## src/rtl/fifo_reader_fwft.sv

```systemverilog
// fifo_reader_fwft
// Turns a normal-mode (registered-output) FIFO read port into a
// first-word-fall-through valid/ready stream.
//
// A two-entry skid buffer absorbs the one-cycle read latency of the
// upstream FIFO. A read is only issued when the word it returns is
// guaranteed a slot, counting words already buffered (occ), the word
// still in flight (infl) and any word leaving this cycle (pop).
// That gives 1 word/cycle throughput with no overflow and no drops.
module fifo_reader_fwft #(
    parameter int DATA_W    = 16,
    parameter int BUF_DEPTH = 2     // only 2 is supported: pointers are 1 bit wide
) (
    input  logic              clk,
    input  logic              rst,
    output logic              fifo_r_req,
    input  logic [DATA_W-1:0] fifo_r_data,
    input  logic              fifo_empty,
    output logic [DATA_W-1:0] out_data,
    output logic              out_valid,
    input  logic              out_ready,
    output logic [31:0]       words_out
);

    localparam logic [1:0] DEPTH = 2'(BUF_DEPTH);

    logic [1:0]        occ_reg;
    logic [1:0]        occ_next;
    logic              infl_reg;
    logic              rd_ptr_reg;
    logic              rd_ptr_next;
    logic              wr_ptr_reg;
    logic              wr_ptr_next;
    logic              out_valid_reg;
    logic [31:0]       words_out_reg;
    logic [DATA_W-1:0] buf_mem [BUF_DEPTH];

    logic              pop;
    logic              wr_en;
    logic [1:0]        committed;

    // A pop is a valid/ready handshake; the returning read data is
    // always written, because it was only requested when a slot was free.
    assign pop   = out_valid_reg & out_ready;
    assign wr_en = infl_reg;

    // Slots spoken for after this cycle. pop implies occ >= 1, so this
    // cannot wrap below zero.
    assign committed  = occ_reg + {1'b0, infl_reg} - {1'b0, pop};
    assign fifo_r_req = ~rst & ~fifo_empty & (committed < DEPTH);

    assign out_valid = out_valid_reg;
    assign out_data  = buf_mem[rd_ptr_reg];
    assign words_out = words_out_reg;

    // Next occupancy and ring pointers; a simultaneous write and pop
    // leaves occ unchanged while both pointers advance.
    always_comb begin
        occ_next    = occ_reg + {1'b0, wr_en} - {1'b0, pop};
        rd_ptr_next = rd_ptr_reg ^ pop;
        wr_ptr_next = wr_ptr_reg ^ wr_en;
    end

    // Control state: occupancy, in-flight flag, pointers, valid, pop counter.
    always_ff @(posedge clk) begin
        if (rst) begin
            occ_reg       <= 2'd0;
            infl_reg      <= 1'b0;
            rd_ptr_reg    <= 1'b0;
            wr_ptr_reg    <= 1'b0;
            out_valid_reg <= 1'b0;
            words_out_reg <= 32'd0;
        end else begin
            occ_reg       <= occ_next;
            infl_reg      <= fifo_r_req;
            rd_ptr_reg    <= rd_ptr_next;
            wr_ptr_reg    <= wr_ptr_next;
            out_valid_reg <= (occ_next != 2'd0);
            if (pop) begin
                words_out_reg <= words_out_reg + 32'd1;
            end
        end
    end

    // One storage register per buffer slot; the in-flight word lands at the tail.
    generate
        for (genvar gi = 0; gi < BUF_DEPTH; gi++) begin : g_slot
            // Slot gi captures upstream read data when the tail points at it.
            always_ff @(posedge clk) begin
                if (rst) begin
                    buf_mem[gi] <= '0;
                end else if (wr_en && (wr_ptr_reg == 1'(gi))) begin
                    buf_mem[gi] <= fifo_r_data;
                end
            end
        end
    endgenerate

endmodule
```

## config.mk

```make
export PLATFORM = sky130hd
export DESIGN_NAME = fifo_reader_fwft
export DESIGN_NICKNAME = d
export VERILOG_FILES = /design/src/rtl/fifo_reader_fwft.sv
export SDC_FILE = /design/constraint.sdc
export NUM_CORES = 1
export LEC_CHECK = 0
export ABC_AREA = 1
export BUFFER_PORTS_ARGS = -buffer_cell sky130_fd_sc_hd__buf_4
export CAP_MARGIN = 5
export CORE_MARGIN = 2
export CORE_UTILIZATION = 38
export CTS_CLUSTER_DIAMETER = 80
export DETAILED_ROUTE_END_ITERATION = 10
export SKIP_LAST_GASP = 1
export SYNTH_ARGS = -nofsm -noshare
export SYNTH_HDL_FRONTEND = slang
export SYNTH_SLANG_ARGS = --single-unit
```

## constraint.sdc

```tcl
create_clock -name clk -period 2.3 [get_ports clk]
set_input_delay 0.46 -clock clk [delete_from_list [all_inputs] [get_ports clk]]
set_output_delay 0.46 -clock clk [all_outputs]
set_load 0.01 [all_outputs]
```

==> run summary, run 1 <==
Hold buffer count at cts: 0
CORE AREA: 8721 um2
Ys async rst share: 0%
Worst-path clk slew: 0.07 ns
Layout area overhead: 26.28%
Main combinational cell family by area after synthesis: simple AND/OR/NAND/NOR gates
Antenna violations before repair: 0
Worst VDD drop: 283.4 uV
Global-route wire length before repair: 13180 um
Clk_lat worst skew: 0.35 ns
Worst reg2reg startpoint: words_out[1]
Filler cells: 848
# diodes: 0
Reg2reg end: words_out[28]
Sink Count: 70
DRT antenna net count: 0
Synth Area in Simple Gates: 35.02%
Largest net degree at the start of global routing: 28
Placed cell count: 622
Starting Density: 39.37%
Setup crit end: fifo_r_req
Syn Nets: 474
Post-DP HPWL: 5383 um
Max-cap violations: 0
Mux contribution to synthesized area: 0%
Pleak: 1.961 nW
Vias: 2974
Gr usage total: 16.57%
Yosys cell types: 31
Top-count cell post-synth: nand2_1
First-pass iteration count of the detailed router: 5
IO Port Bufs: 69
Setup Skew: 0.006854 ns
GPL Wtd Cong: 0.8157
Fin. Hold Viols: 0
Synth warnings: 0
Hold path depth: 2
H-Tree Depth: 3
Outcome: complete, no violations
CP arrival: 1.77 ns
Post-synth EDFFs: 32
Slew Viols, Final: 0
Rel. slew slack: 60.10%
Drt wl/cell: 11.97 um
Yosys top cell area share: 27.99%
Vias in the first global route: 2841
Die ar.: 9811 um2
Synth Area in Adders: 1.822%
CP Capture Type: output port
Final Setup Violations: 0
Peak fanout along the critical path: 2
CTS root buffer: clkbuf_8
Critical Path RT: 1.84 ns
Die W: 99.05 um
Synth Flop Type: dfxtp_1
Seq. cell area: 1724 um2
Rows: 34
Worst Setup Start Kind: register
Sequential fraction of the synthesis area: 50.15%
Vias/cell: 4.647
Number of DRC markers in iteration 0: 79
Synth Area per Inst: 7.647 um2
Die height: 99.05 um
Fin nets: 552
Residual DRC count: 0
Tcrit/Tclk final: 96.91%
Mapped cell area: 3433 um2
CP startpoint: out_valid
# IOs: 70
Fin crit period: 2.229 ns
Fmax: 448.6 MHz
Synthesized instance count: 449
Maximum root-to-sink buffer count: 2
TritonCTS clock tree: done
Post-synthesis xor/xnor area fraction: 0.5102%
Register bit total from synthesis: 70
Setup_tns: 0 ns
R2R setup slack: 0.76 ns
Crit Path Class: register to output port
Tightest Pin Transition: 0.5971 ns
TritonCTS buffer count: 9
R2R cell count: 8
Synth top area cells: edfxtp_1 (28%), dfxtp_1 (22%), nand2_1 (13%)
Share of post-route cells with drive strength above 1: 21.80%
Compound-Gate Fraction of Synth Area: 4.519%
GRT overflow: 0
Routed WL: 7663 um
Hold Crit Class: input pin to register
Area of the multi-input gates: 1458 um2
Post-Layout Cell Count: 640
Commonest cells post-synth: nand2_1 (123), nor2_1 (95), inv_1 (59), dfxtp_1 (38), edfxtp_1 (32)
Yosys top cell by area: edfxtp_1
Power density of the placed cells: 729.3 nW/um2
==> per-layer routing <==
layer / track usage (%) / routed length (um)
met1: 22.14 / 3636
met2: 26.51 / 3496
met3: 3.404 / 413
met4: 6.322 / 116
met5: 0 / 0
==> where the power goes <==
group	total, mW	switching (mW)	internal (mW)
Sequential	1.47	0.0447	1.43
Combinational	0.612	0.338	0.274
Clock	1.08	0.473	0.603
Total	3.16	0.855	2.31
==> critical path, stage by stage (launching register included) <==
cell and delay, ns:
dfxtp_2 0.34, nand2_4 0.06, inv_4 0.04, ha_4 0.25, inv_2 0.03, ha_2 0.16
xor2_1 0.21, nand2_1 0.11, nor2_1 0.11, buf_4 0.12
==> cells in the final DEF, fill, tap and decap left out, types with 5 or more instances in the layout <==
| cell type | synthesis | final |
|---|---|---|
| inv_1 | 59 | 58 |
| clkbuf_8 | 0 | 9 |
| o21ai_0 | 8 | 8 |
| nand3_1 | 18 | 18 |
| nor2_1 | 95 | 95 |
| buf_4 | 0 | 76 |
| a21oi_1 | 14 | 14 |
| nand2_1 | 123 | 123 |
| dfxtp_1 | 38 | 36 |
| nand4_1 | 12 | 12 |
| edfxtp_1 | 32 | 32 |
| nor2_4 | 5 | 5 |
==> cells by family after synthesis <==
| group | Yosys count |
|---|---|
| flip-flops | 70 |
| AND/OR/NAND/NOR | 272 |
| AO/OA/AOI/OAI | 29 |
| adder cells (fa/ha/maj) | 5 |
| XOR/XNOR | 2 |
| buffers and inverters | 71 |
==> how the worst min path moves through the flow <==
stage,start,endpoint
floorplan,words_out[15],words_out[15]
global placement,words_out[8],words_out[8]
detailed placement,words_out[15],words_out[15]
CTS,fifo_empty,infl_reg
global route,fifo_empty,infl_reg
finish,fifo_empty,infl_reg
==> area by class of cell <==
class / count / share of cell area [%]
Timing Repair Buffer: 76 / 13.16
Clock inverter: 7 / 2.049
Clock buffer: 9 / 2.857
Sequential cell: 70 / 39.77
Tap cell: 108 / 3.117
Inverter: 62 / 5.426
Multi-Input combinational cell: 308 / 33.62
==> per-stage QoR <==
step	instance area [um2]	setup slack (ns)	hold WS, ns	total power, mW	util, %
detailed placement	4085	0.1253	0.4959	2.059	46.84
finish	4335	0.07100	0.2762	3.162	49.71
floorplan	3433	0.1959	0.4986	1.806	-
global placement	4085	0.1671	0.4888	2.047	46.84
CTS	4305	0.04062	0.2664	3.157	49.37
global route	4335	-0.03787	0.2639	3.334	49.71
==> timing repair <==
item,in CTS,in global routing
setup buffers,1,1
gates cloned,0,0
gates resized for setup,0,6
pin swaps,0,2
endpoints found under the setup margin,1,1
(Power assumes the default switching activity.)
==> run 2, diff against run 1 <==
- CORE_UTILIZATION: 38 -> 40
==> run summary, run 2 (synthesized netlist as in run 1, its figures left out) <==
Outcome: complete, no violations
CP arrival: 1.75 ns (-0.02 ns)
Worst Setup Start Kind: register
GPL Wtd Cong: 0.8523 (+4.5%)
Fmax: 452.1 MHz (+0.78%)
Tightest Pin Transition: 0.5237 ns (-0.07339 ns)
# diodes: 0 (unchanged)
TritonCTS buffer count: 9 (unchanged)
Crit Path Class: register to output port
RSZ-0062 raised after global routing: false
Antenna violations before repair: 0 (unchanged)
Fin nets: 552 (unchanged)
Critical Path RT: 1.84 ns (about the same)
Die height: 96.65 um (-2.4%)
Reg2reg end: words_out[28]
Worst-path clk slew: 0.08 ns (about the same)
Starting Density: 41.58% (+2.2 points)
Tcrit/Tclk final: 96.16% (-0.75 points)
First-pass iteration count of the detailed router: 4 (-1)
Pleak: 1.959 nW (about the same)
GRT overflow: 0 (unchanged)
Placed cell count: 620 (-0.32%)
Global-route wire length before repair: 12920 um (-1.9%)
Gr usage total: 16.94% (+0.36 points)
Residual DRC count: 0 (unchanged)
Peak fanout along the critical path: 3 (+1)
Largest net degree at the start of global routing: 33 (+18%)
Worst VDD drop: 350.2 uV (+24%)
Die W: 96.65 um (-2.4%)
Fin. Hold Viols: 0 (unchanged)
Layout area overhead: 26.42%
Hold path depth: 2 (unchanged)
Die ar.: 9340 um2 (-4.8%)
Power density of the placed cells: 734.1 nW/um2 (+0.65%)
Post-Layout Cell Count: 637 (-0.47%)
Post-DP HPWL: 5361 um (-0.41%)
Maximum root-to-sink buffer count: 2 (unchanged)
Sink Count: 70 (unchanged)
DRT antenna net count: 0 (unchanged)
Commonest non-fill, non-tap cell in the layout: nand2_1
CTS root buffer: clkbuf_8
Rel. slew slack: 64.87% (+4.8 points)
Worst reg2reg startpoint: words_out[1]
R2R cell count: 9 (+1)
Rows: 33 (-2.9%)
H-Tree Depth: 3 (unchanged)
Slew Viols, Final: 0 (unchanged)
Number of DRC markers in iteration 0: 98 (+24%)
Setup_tns: 0 ns (unchanged)
Worst hold endpoint: infl_reg
Final Setup Violations: 0 (unchanged)
CORE AREA: 8258 um2 (-5.3%)
CP Capture Type: output port
Hold Startpoint: fifo_empty
Max-cap violations: 0 (unchanged)
Routed WL: 7594 um (-0.90%)
Setup Skew: 0.007564 ns (+0.0007106 ns)
Hold buffer count at cts: 0 (unchanged)
Vias in the first global route: 2786 (-1.9%)
Vias: 3013 (+1.3%)
Share of post-route cells with drive strength above 1: 21.99% (+0.19 points)
CP startpoint: out_valid
TritonCTS clock tree: done
Most frequent cells in the layout: nand2_1 (123), nor2_1 (95), buf_4 (76), inv_1 (59), dfxtp_1 (36)
Clk_lat worst skew: 0.35 ns (about the same)
Hold Crit Class: input pin to register
# IOs: 70 (unchanged)
Drt wl/cell: 11.92 um (-0.43%)
Fin crit period: 2.212 ns (-0.01723 ns)
Design Power: 3.186 mW (+0.77%)
R2R setup slack: 0.81 ns (+0.05 ns)
Vias/cell: 4.730 (+1.8%)
IO Port Bufs: 69 (unchanged)
==> run 2: cell count changes in the layout (fill, tap and decap cells not counted), sizes merged <==
cell,previous run,this run
clkinv,5,3
inv,61,62
clkinvlp,1,2
==> run 2: how the worst max path moves through the flow <==
stage / to / cells after the start
after floorplan: fifo_r_req / 8
after global placement: fifo_r_req / 10
after detailed placement: fifo_r_req / 10
after CTS: fifo_r_req / 9
final: fifo_r_req / 9
after global routing: fifo_r_req / 9
==> run 2: power by group <==
group	total (mW)	switching (mW)	internal (mW)	leakage, nW
Sequential	1.47	0.0445	1.43	0.643
Combinational	0.598	0.335	0.263	1.21
Clock	1.12	0.501	0.614	0.106
Total	3.19	0.880	2.31	1.96
==> run 2: what timing repair did <==
| action | in CTS | in global routing |
|---|---|---|
| pin swaps | 0 | 2 |
| setup endpoints to repair | 1 | 1 |
| buffers inserted | 0 | 1 |
| gates resized for setup | 1 | 4 |
==> run 2: final cells by class <==
type	instances	area (um2)
inverters	62	235.2
repair buffers	76	570.5
clock buffers	9	123.9
clock inverters	7	97.59
fillers	796	3918
flip-flops and latches	70	1724
well taps	105	131.4
multi-input cells	308	1458
==> run 2: metal layers <==
metal	wire, um	GRT usage, %
met4	82	5.850
met5	0	0
met2	3669	28.15
met1	3444	21.74
met3	397	3.902
==> run 2: through the flow <==
stage	cell area (um2)	hold WS, ns	utilization, %	worst slack (ns)
floorplan	3433	0.4986	-	0.1959
global placement	4089	0.4896	49.52	0.1719
detailed placement	4089	0.4947	49.52	0.1037
CTS	4318	0.2662	52.29	0.005895
global route	4340	0.2542	52.56	0.009437
finish	4340	0.2685	52.56	0.08823
==> run 2: worst max-delay path: stages, from the launching register on <==
cell and delay, ns:
dfxtp_2 0.33, nand2_2 0.08, inv_4 0.03, ha_1 0.26
inv_1 0.06, ha_4 0.16, xor2_2 0.19, nand2_1 0.09
nor2_1 0.09, buf_4 0.12
